## src/rtl/cdc_pkg.sv

```systemverilog
// Shared definitions for the CDC test design serial path.
// Both the transmitter and the receiver side use these.
package cdc_pkg;

  typedef enum logic [2:0] {
    IDLE,
    START,
    DATA,
    PARITY,
    STOP
  } tx_state_t;

  localparam logic IDLE_LEVEL  = 1'b1;
  localparam logic START_LEVEL = 1'b0;

  localparam int unsigned DEFAULT_CLKS_PER_BIT = 16;

endpackage

```

## src/rtl/cdc_bit_timer.sv

```systemverilog
// Loadable down-counter with a zero flag. It paces serial bit periods.
// A load takes priority over counting, and the count holds at zero.
module cdc_bit_timer #(
  parameter int unsigned WIDTH = 4
) (
  input  logic             clk,
  input  logic             rst,
  input  logic             load,
  input  logic [WIDTH-1:0] load_value,
  output logic             zero
);

  logic [WIDTH-1:0] count;

  always_ff @(posedge clk) begin
    if (rst) begin
      count <= '0;
    end else if (load) begin
      count <= load_value;
    end else if (count != '0) begin
      count <= count - WIDTH'(1);
    end
  end

  assign zero = (count == '0);

endmodule

```

## src/rtl/cdc_serial_tx.sv

```systemverilog
// Framed serial transmitter: start bit, LSB-first data, optional even parity, stop bit.
// A one-entry holding buffer lets consecutive frames leave with no idle gap.
module cdc_serial_tx
  import cdc_pkg::*;
#(
  parameter int unsigned CLKS_PER_BIT = DEFAULT_CLKS_PER_BIT,
  parameter int unsigned DATA_W       = 8,
  parameter bit          PARITY_EN    = 1'b1
) (
  input  logic              clk,
  input  logic              rst,
  input  logic [DATA_W-1:0] tx_data,
  input  logic              tx_valid,
  output logic              tx_ready,
  output logic              tx_out,
  output logic              busy,
  output logic [7:0]        frame_count
);

  localparam int unsigned TW = (CLKS_PER_BIT > 1) ? $clog2(CLKS_PER_BIT) : 1;
  localparam int unsigned IW = (DATA_W > 1) ? $clog2(DATA_W) : 1;
  localparam logic [TW-1:0] RELOAD   = TW'(CLKS_PER_BIT - 1);
  localparam logic [IW-1:0] LAST_IDX = IW'(DATA_W - 1);

  tx_state_t state, state_next;

  logic [DATA_W-1:0] hold_data;
  logic              hold_full;
  logic              hold_full_next;
  logic [DATA_W-1:0] shreg;
  logic [DATA_W-1:0] shifted;
  logic [IW-1:0]     bit_idx;
  logic [IW-1:0]     bit_idx_next;
  logic              parity_bit;
  logic              accept;
  logic              load_frame;
  logic              shift_en;
  logic              frame_done;
  logic              timer_load;
  logic              timer_zero;
  logic              tx_out_next;

  cdc_bit_timer #(.WIDTH(TW)) u_timer (
    .clk        (clk),
    .rst        (rst),
    .load       (timer_load),
    .load_value (RELOAD),
    .zero       (timer_zero)
  );

  assign accept  = tx_valid && tx_ready;
  assign shifted = shreg >> 1;

  // tx_out_next is the level the line takes in the state being entered.
  always_comb begin
    state_next   = state;
    bit_idx_next = bit_idx;
    load_frame   = 1'b0;
    shift_en     = 1'b0;
    frame_done   = 1'b0;
    timer_load   = 1'b0;
    tx_out_next  = tx_out;
    case (state)
      IDLE: begin
        tx_out_next = IDLE_LEVEL;
        if (hold_full) begin
          load_frame  = 1'b1;
          timer_load  = 1'b1;
          state_next  = START;
          tx_out_next = START_LEVEL;
        end
      end
      START: begin
        if (timer_zero) begin
          timer_load   = 1'b1;
          bit_idx_next = '0;
          state_next   = DATA;
          tx_out_next  = shreg[0];
        end
      end
      DATA: begin
        if (timer_zero) begin
          timer_load = 1'b1;
          if (bit_idx == LAST_IDX) begin
            if (PARITY_EN) begin
              state_next  = PARITY;
              tx_out_next = parity_bit;
            end else begin
              state_next  = STOP;
              tx_out_next = IDLE_LEVEL;
            end
          end else begin
            bit_idx_next = bit_idx + IW'(1);
            shift_en     = 1'b1;
            tx_out_next  = shifted[0];
          end
        end
      end
      PARITY: begin
        if (timer_zero) begin
          timer_load  = 1'b1;
          state_next  = STOP;
          tx_out_next = IDLE_LEVEL;
        end
      end
      STOP: begin
        if (timer_zero) begin
          frame_done = 1'b1;
          if (hold_full) begin
            load_frame  = 1'b1;
            timer_load  = 1'b1;
            state_next  = START;
            tx_out_next = START_LEVEL;
          end else begin
            state_next  = IDLE;
            tx_out_next = IDLE_LEVEL;
          end
        end
      end
      default: begin
        state_next  = IDLE;
        tx_out_next = IDLE_LEVEL;
      end
    endcase
  end

  // An accept in the same cycle as a drain leaves the buffer full with the new byte.
  always_comb begin
    hold_full_next = hold_full;
    if (accept) begin
      hold_full_next = 1'b1;
    end else if (load_frame) begin
      hold_full_next = 1'b0;
    end
  end

  always_ff @(posedge clk) begin
    if (rst) begin
      state       <= IDLE;
      hold_full   <= 1'b0;
      hold_data   <= '0;
      tx_ready    <= 1'b1;
      tx_out      <= IDLE_LEVEL;
      frame_count <= 8'd0;
      bit_idx     <= '0;
      shreg       <= '0;
      parity_bit  <= 1'b0;
    end else begin
      state     <= state_next;
      hold_full <= hold_full_next;
      tx_ready  <= !hold_full_next;
      tx_out    <= tx_out_next;
      bit_idx   <= bit_idx_next;
      if (accept) begin
        hold_data <= tx_data;
      end
      if (load_frame) begin
        shreg      <= hold_data;
        parity_bit <= ^hold_data;
      end else if (shift_en) begin
        shreg <= shifted;
      end
      if (frame_done) begin
        frame_count <= frame_count + 8'd1;
      end
    end
  end

  assign busy = (state != IDLE) || hold_full;

endmodule

```

## config.mk

```make
export PLATFORM = sky130hd
export DESIGN_NAME = cdc_serial_tx
export DESIGN_NICKNAME = d
export VERILOG_FILES = /design/src/rtl/cdc_pkg.sv /design/src/rtl/cdc_bit_timer.sv /design/src/rtl/cdc_serial_tx.sv
export SDC_FILE = /design/constraint.sdc
export NUM_CORES = 1
export LEC_CHECK = 0
export CORE_MARGIN = 2
export CORE_UTILIZATION = 56
export CTS_CLUSTER_DIAMETER = 30
export DETAILED_ROUTE_END_ITERATION = 7
export DONT_BUFFER_PORTS = 1
export GPL_TIMING_DRIVEN = 0
export PLACE_DENSITY = 0.72
export SYNTH_ARGS = -nofsm -noshare
export SYNTH_HDL_FRONTEND = slang
export SYNTH_SLANG_ARGS = --single-unit
```

## constraint.sdc

```tcl
create_clock -name clk -period 1.81 [get_ports clk]
set_clock_uncertainty 0.2 [all_clocks]
set_input_delay 0.181 -clock clk [delete_from_list [all_inputs] [get_ports clk]]
set_output_delay 0.181 -clock clk [all_outputs]
set_load 0.02 [all_outputs]
```

==> metrics.txt, run 1 <==
simple-gate share of the synthesized area 22.5%; xor-xnor portion of the synthesized cell area under 10%; Critical R2R Capture shreg[7]; area grow syn2layout 33.5%; Commonest cells post-synth 38 x dfxtp_1, 26 x a21oi_1, 17 x nand2_1, 14 x nor2_1; power per cell area roughly 1000 nW/um2; r2r worst-path depth 7; number of warnings issued by yosys 0; std cell rows 21; Slew Limit Fails 0; core area about 3300 um2; fin nets between 200 and 300; initial antenna violation count 0; layout cells sized above 1 a little under a third; Slew HR between 60% and 70%; final wirelength between 4 and 5 mm; CTS clock-pin slew for the worst setup and hold paths around 0.12 ns; gr usage total 25.3%; Slew @ Worst Pin ~0.53 ns; Post-synth EDFFs 0; Crit path arrival time ~2.1 ns; die footprint between 3000 and 4000 um2; Fill cells 249; Worst setup SP type flop; RSZ-0062 raised after global routing yes; DR DRC count 0; root buf cell clkbuf_4; Tmin final ~2.1 ns; CTS tree done; Initial DRT Pass Iterations 4; hpwl dp roughly 2.9 mm; Synth area leader dfxtp_1; Fmax achieved about 0.48 GHz; Synth Flop Type dfxtp_1; H-tree depth 2; Max-cap violations 0; grt total ovfl 0; mux share of post-synthesis cell area 6.97%; FF/Latch Area between 700 and 800 um2; top-count cell post-synth dfxtp_1; Die Ht between 60 and 70 um; DR iter-0 viols 94; syn_nets 232; register area share after synthesis 39.6%; clk_lat worst skew 0.37 ns; Synth area leaders dfxtp_1 40%, a21oi_1 6.8%, mux2i_1 5.2%; area post-placement roughly 2000 um2; Post-synth ARST share 0%; Synth top area share 39.6%; Max Root-Sink Buffers 2; post-synthesis cell count between 200 and 250; port bufs 0; Worst Path Required about 1.9 ns; final hold vios 0; critical path class flop to flop; RR Startpoint bit_idx[1]; largest net degree at the start of global routing 13; fin worst setup slack -0.264 ns; leakage 0.948 nW; final setup violation count 22; WL/cell about 17 um; global-route wire length before repair between 7 and 8 mm; maximum vdd ir drop just over 0.6 mV; hold_sp rst; ant diodes 0; Post-Syn Area just under 2000 um2; Clock Sink Count 38; violated checks setup timing; CTS Buf Count 5; IO Count 22; Chip Width 62.6 um; Initial Utilization 58.0%; Final Cell Area approximately 2600 um2; via/cell ratio 5.88; adder-cell share of the synthesized area 2.60%; status finished, violations left; PnR Total Power between 0.002 and 0.003 W; path category of the worst min-delay check input pin to flop; DRT antenna net count 0; worst-path fanout max 5; footprint of the multi-input gates 1250 um2; Critical Path Sink Type flop; internal reg-to-reg setup slack -0.26 ns; Routability Congestion ~0.78; main combinational cell family by area after synthesis simple AND/OR/NAND/NOR gates; hold depth 2; Hold Path Sink hold_data[5]; number of global-route vias before repair between 1500 and 2000; Compound-Gate Fraction of Synth Area about 17%; DR vias 1764; post-synthesis register bit count 38; final worst-path cycle share 115%; syn avg cell area 8.86 um2; Synth cell types 44
[registers in the layout, indices dropped and copies added, names as in the netlist]
name / cells
frame_count: 8
hold_data: 8
shreg: 8
u_timer.count: 4
bit_idx: 3
state: 3
hold_full: 1
parity_bit: 1
tx_out: 1
tx_ready: 1
[how the worst max path moves through the flow]
| stage | startpoint | endpoint | slack [ns] |
|---|---|---|---|
| finish | bit_idx[1] | shreg[7] | -0.26 |
| global placement | bit_idx[0] | shreg[5] | -0.31 |
| global route | bit_idx[1] | shreg[7] | -0.32 |
| detailed placement | bit_idx[1] | shreg[4] | -0.34 |
| CTS | u_timer.count[1] | frame_count[6] | -0.20 |
| floorplan | bit_idx[1] | shreg[1] | -0.16 |
[kinds of logic (layout without fill, tap and decap cells)]
family	count (synthesis)	after routing
buffers and inverters	18	55
xor gates and xnor gates	14	14
adders and majority gates	4	4
and+or+nand+nor	75	75
DFF	38	38
muxes	13	13
AOI/OAI and AO/OA	55	55
[area by class of cell]
class,count,share of cell area [%]
buffer,14,4.19
clock buffer,6,2.00
clock inverter,2,0.488
inverter,4,0.585
multi-input combinational,161,48.6
sequential,38,29.9
tap,46,2.24
timing repair buffer,29,11.9
[critical path, stage by stage, from the launching register on]
cell     delay (ns)
dfxtp_2        0.35
ha_4           0.16
ha_4           0.15
or3b_4         0.40
nor3_4         0.28
buf_4          0.18
nor4b_2        0.04
a31o_2         0.22
[where the power goes]
part           switching, W  internal [W]  total [W]  leakage (nW)
logic              0.000524      0.000537    0.00106         0.601
registers          0.000100      0.000930    0.00103         0.313
clock network      0.000298      0.000187   0.000484        0.0343
total              0.000922       0.00165    0.00258         0.948
[metal layers]
layer	part of all wire, %	global-route usage, %
met4	2.6	7.50
met1	42	32.3
met3	4.6	5.95
met5	0	0
met2	51	42.6
[metrics by stage]
| step | utilization (%) | std cells | TNS [ns] | hold slack, ns | worst slack (ns) |
|---|---|---|---|---|---|
| floorplan | - | 217 | -1.48 | 0.128 | -0.162 |
| global placement | 61.9 | 263 | -3.21 | 0.134 | -0.313 |
| detailed placement | 61.9 | 263 | -3.71 | 0.137 | -0.336 |
| CTS | 73.8 | 295 | -2.59 | 0.0363 | -0.197 |
| global route | 77.5 | 300 | -5.09 | 0.0847 | -0.321 |
| finish | 77.5 | 300 | -3.46 | 0.0380 | -0.264 |
[repair_timing]
action                                  4_1_cts  5_1_grt
hold buffers                                 10        0
gates resized for setup                      24       26
gates cloned                                  1        0
endpoints found under the hold margin        11        0
setup buffers                                13        5
endpoints found under the setup margin       23       26
pin swaps                                    11       13
[layout by cell type, fill, tap and decap left out, types with 5 or more instances in the layout]
| master | n |
|---|---|
| a21oi_1 | 21 |
| a21oi_2 | 6 |
| buf_4 | 10 |
| buf_6 | 9 |
| clkbuf_1 | 5 |
| clkbuf_4 | 8 |
| dfxtp_1 | 32 |
| dfxtp_2 | 6 |
| dlygate4sd3_1 | 10 |
| mux2i_1 | 7 |
| nand2_1 | 16 |
| nand2b_1 | 6 |
| nand3_1 | 12 |
| nand4_1 | 7 |
| nor2_1 | 12 |
| o21ai_0 | 9 |
| o31ai_1 | 5 |
| xnor2_1 | 11 |
Note: power is estimated with default switching activity, not from simulation.
==> inputs of run 2 (changes only) <==
--- a/config.mk
+++ b/config.mk
@@ -6,12 +6,12 @@
 export NUM_CORES = 1
 export LEC_CHECK = 0
 export CORE_MARGIN = 2
-export CORE_UTILIZATION = 56
+export CORE_UTILIZATION = 55
 export CTS_CLUSTER_DIAMETER = 30
 export DETAILED_ROUTE_END_ITERATION = 7
 export DONT_BUFFER_PORTS = 1
 export GPL_TIMING_DRIVEN = 0
-export PLACE_DENSITY = 0.72
+export PLACE_DENSITY = 0.71
 export SYNTH_ARGS = -nofsm -noshare
 export SYNTH_HDL_FRONTEND = slang
 export SYNTH_SLANG_ARGS = --single-unit
==> run 2 against run 1 <==
The run still ends with setup timing left. Sequential share of layout area up 0.69 points. Critical path depth unchanged. Clock power down 6.2%. Non-clock buffer count unchanged. Worst hold slack better by 0.0047 ns. Cell area down 2.1%. Fmax up 2.2%. Wire length down 5.2%. Utilization down 2.2 points. Critical path type unchanged.
==> metrics.txt, run 2 (synthesis gave the netlist of run 1 again) <==
Slew Limit Fails 0; RSZ-0062 raised after global routing yes; Worst Path Required roughly 1.9 ns; IO Count 22; path category of the worst min-delay check input pin to flop; critical path class flop to flop; grt total ovfl 0; DRT antenna net count 0; Worst setup SP type flop; hpwl dp a little under 3 mm; WHS 0.0427 ns; DP Cell Count around 260; CTS Buf Count 5; worst-path fanout max 7; via/cell ratio 5.67; Slew @ Worst Pin between 0.5 and 0.6 ns; global-route wire length before repair 7.58 mm; final setup violation count 21; internal reg-to-reg setup slack -0.22 ns; H-tree depth 2; leakage 0.944 nW; Critical Path Sink Type flop; hold_sp tx_valid; area grow syn2layout 30.7%; Sum Neg Setup Slack -2.73 ns; most frequent cells in the layout 33 x dfxtp_1, 23 x a21oi_1, 16 x nand2_1; initial antenna violation count 0; DR DRC count 0; Routability Congestion ~0.76; crit path launch bit_idx[0]; hold depth 3; Critical R2R Capture shreg[1]; final worst-path cycle share 112%; gr usage total between 20% and 30%; final non-filler cell total 300; Max Root-Sink Buffers 2; root buf cell clkbuf_4; largest net degree at the start of global routing 12; WL/cell 15.8 um; violated checks setup timing; DR iter-0 viols 101; Clock Sink Count 38; power per cell area 1020 nW/um2; layout cells sized above 1 between 20% and 30%; std cell rows 21; RR Startpoint bit_idx[0]; Crit path arrival time 2.07 ns; ant diodes 0; core area roughly 3300 um2; CTS tree done; final hold vios 0; Regs by FF count frame_count x8, hold_data x8, shreg x8; Initial DRT Pass Iterations 5; final wirelength about 4.7 mm; Max-cap violations 0; crit path to shreg[1]; most common cell after layout, fill and taps aside dfxtp_1; Slew HR approximately 64%; fin worst setup slack -0.218 ns; Tmin final slightly above 2 ns; fin util approximately three quarters; CTS clock-pin slew for the worst setup and hold paths ~0.1 ns; Die Ht around 63 um; Initial Utilization between 50% and 60%; Chip Width between 60 and 70 um; status finished, violations left; maximum vdd ir drop roughly 0.68 mV; r2r worst-path depth 7; DR vias 1700; Fmax achieved 0.493 GHz; die footprint about 4000 um2; clk_lat worst skew between 0.3 and 0.4 ns; fin nets about 270; number of global-route vias before repair between 1500 and 2000; port bufs 0
[run 2: cell types whose count changed in the layout (fill, tap and decap cells not counted), moves of 2 or more]
cell      change
buf_4         +5
dfxtp_2       -2
a21oi_2       -2
mux2i_1       +2
buf_6         -3
a21oi_1       +2
clkbuf_2      +2
mux2i_2       -2
clkbuf_4      -3
o21ai_2       +2
[run 2: power by group]
group          internal, W  switching [W]
Sequential        0.000933       0.000107
Clock             0.000188       0.000266
Combinational     0.000541       0.000523
[run 2: worst min-delay path by stage]
| stage | endpoint | slack (ns) |
|---|---|---|
| 5_1_grt | hold_data[7] | 0.06 |
| 3_3_place_gp | hold_data[0] | 0.13 |
| 3_5_place_dp | hold_data[7] | 0.14 |
| 6_report | hold_data[7] | 0.04 |
| 4_1_cts | hold_data[7] | 0.01 |
| 2_1_floorplan | hold_data[1] | 0.13 |
[run 2: repair_timing]
item / CTS / global route
setup endpoints to repair: 23 / 29
pin swaps: 15 / 11
hold buffers: 9 / 0
endpoints found under the hold margin: 11 / 0
buffers inserted: 15 / 5
gates cloned: 0 / 1
gates resized for setup: 25 / 22
[run 2: area by class of cell]
cell class              count  area [um2]
clock inverters             1        5.00
inverters                   4        17.5
plain buffers              14         106
multi-input cells         161        1240
flip-flops and latches     38         769
clock buffers               7        55.1
well taps                  46        57.6
repair buffers             29         256
fillers                   240         825
[run 2: metrics by stage]
stage / power (W) / setup WS (ns) / instance area, um2
floorplan: 0.00159 / -0.162 / 1990
global placement: 0.00168 / -0.315 / 2050
detailed placement: 0.00172 / -0.357 / 2050
CTS: 0.00240 / -0.216 / 2410
global route: 0.00271 / -0.302 / 2510
finish: 0.00256 / -0.218 / 2510
[run 2: routing by layer]
metal | routed length (um) | track usage, % | up-vias
met5 | 0 | 0 | -
met4 | 76 | 7.78 | 0
met3 | 235 | 5.71 | 8
met2 | 2390 | 43.9 | 48
met1 | 2030 | 29.9 | 795
li1 | - | - | 849
[run 2: worst max-delay path, stage by stage, from the launching register on]
cell     delay, ns
dfxtp_2       0.36
ha_4          0.16
ha_4          0.15
or3b_4        0.40
nor3_4        0.28
or2_1         0.17
buf_6         0.13
a21oi_1       0.06
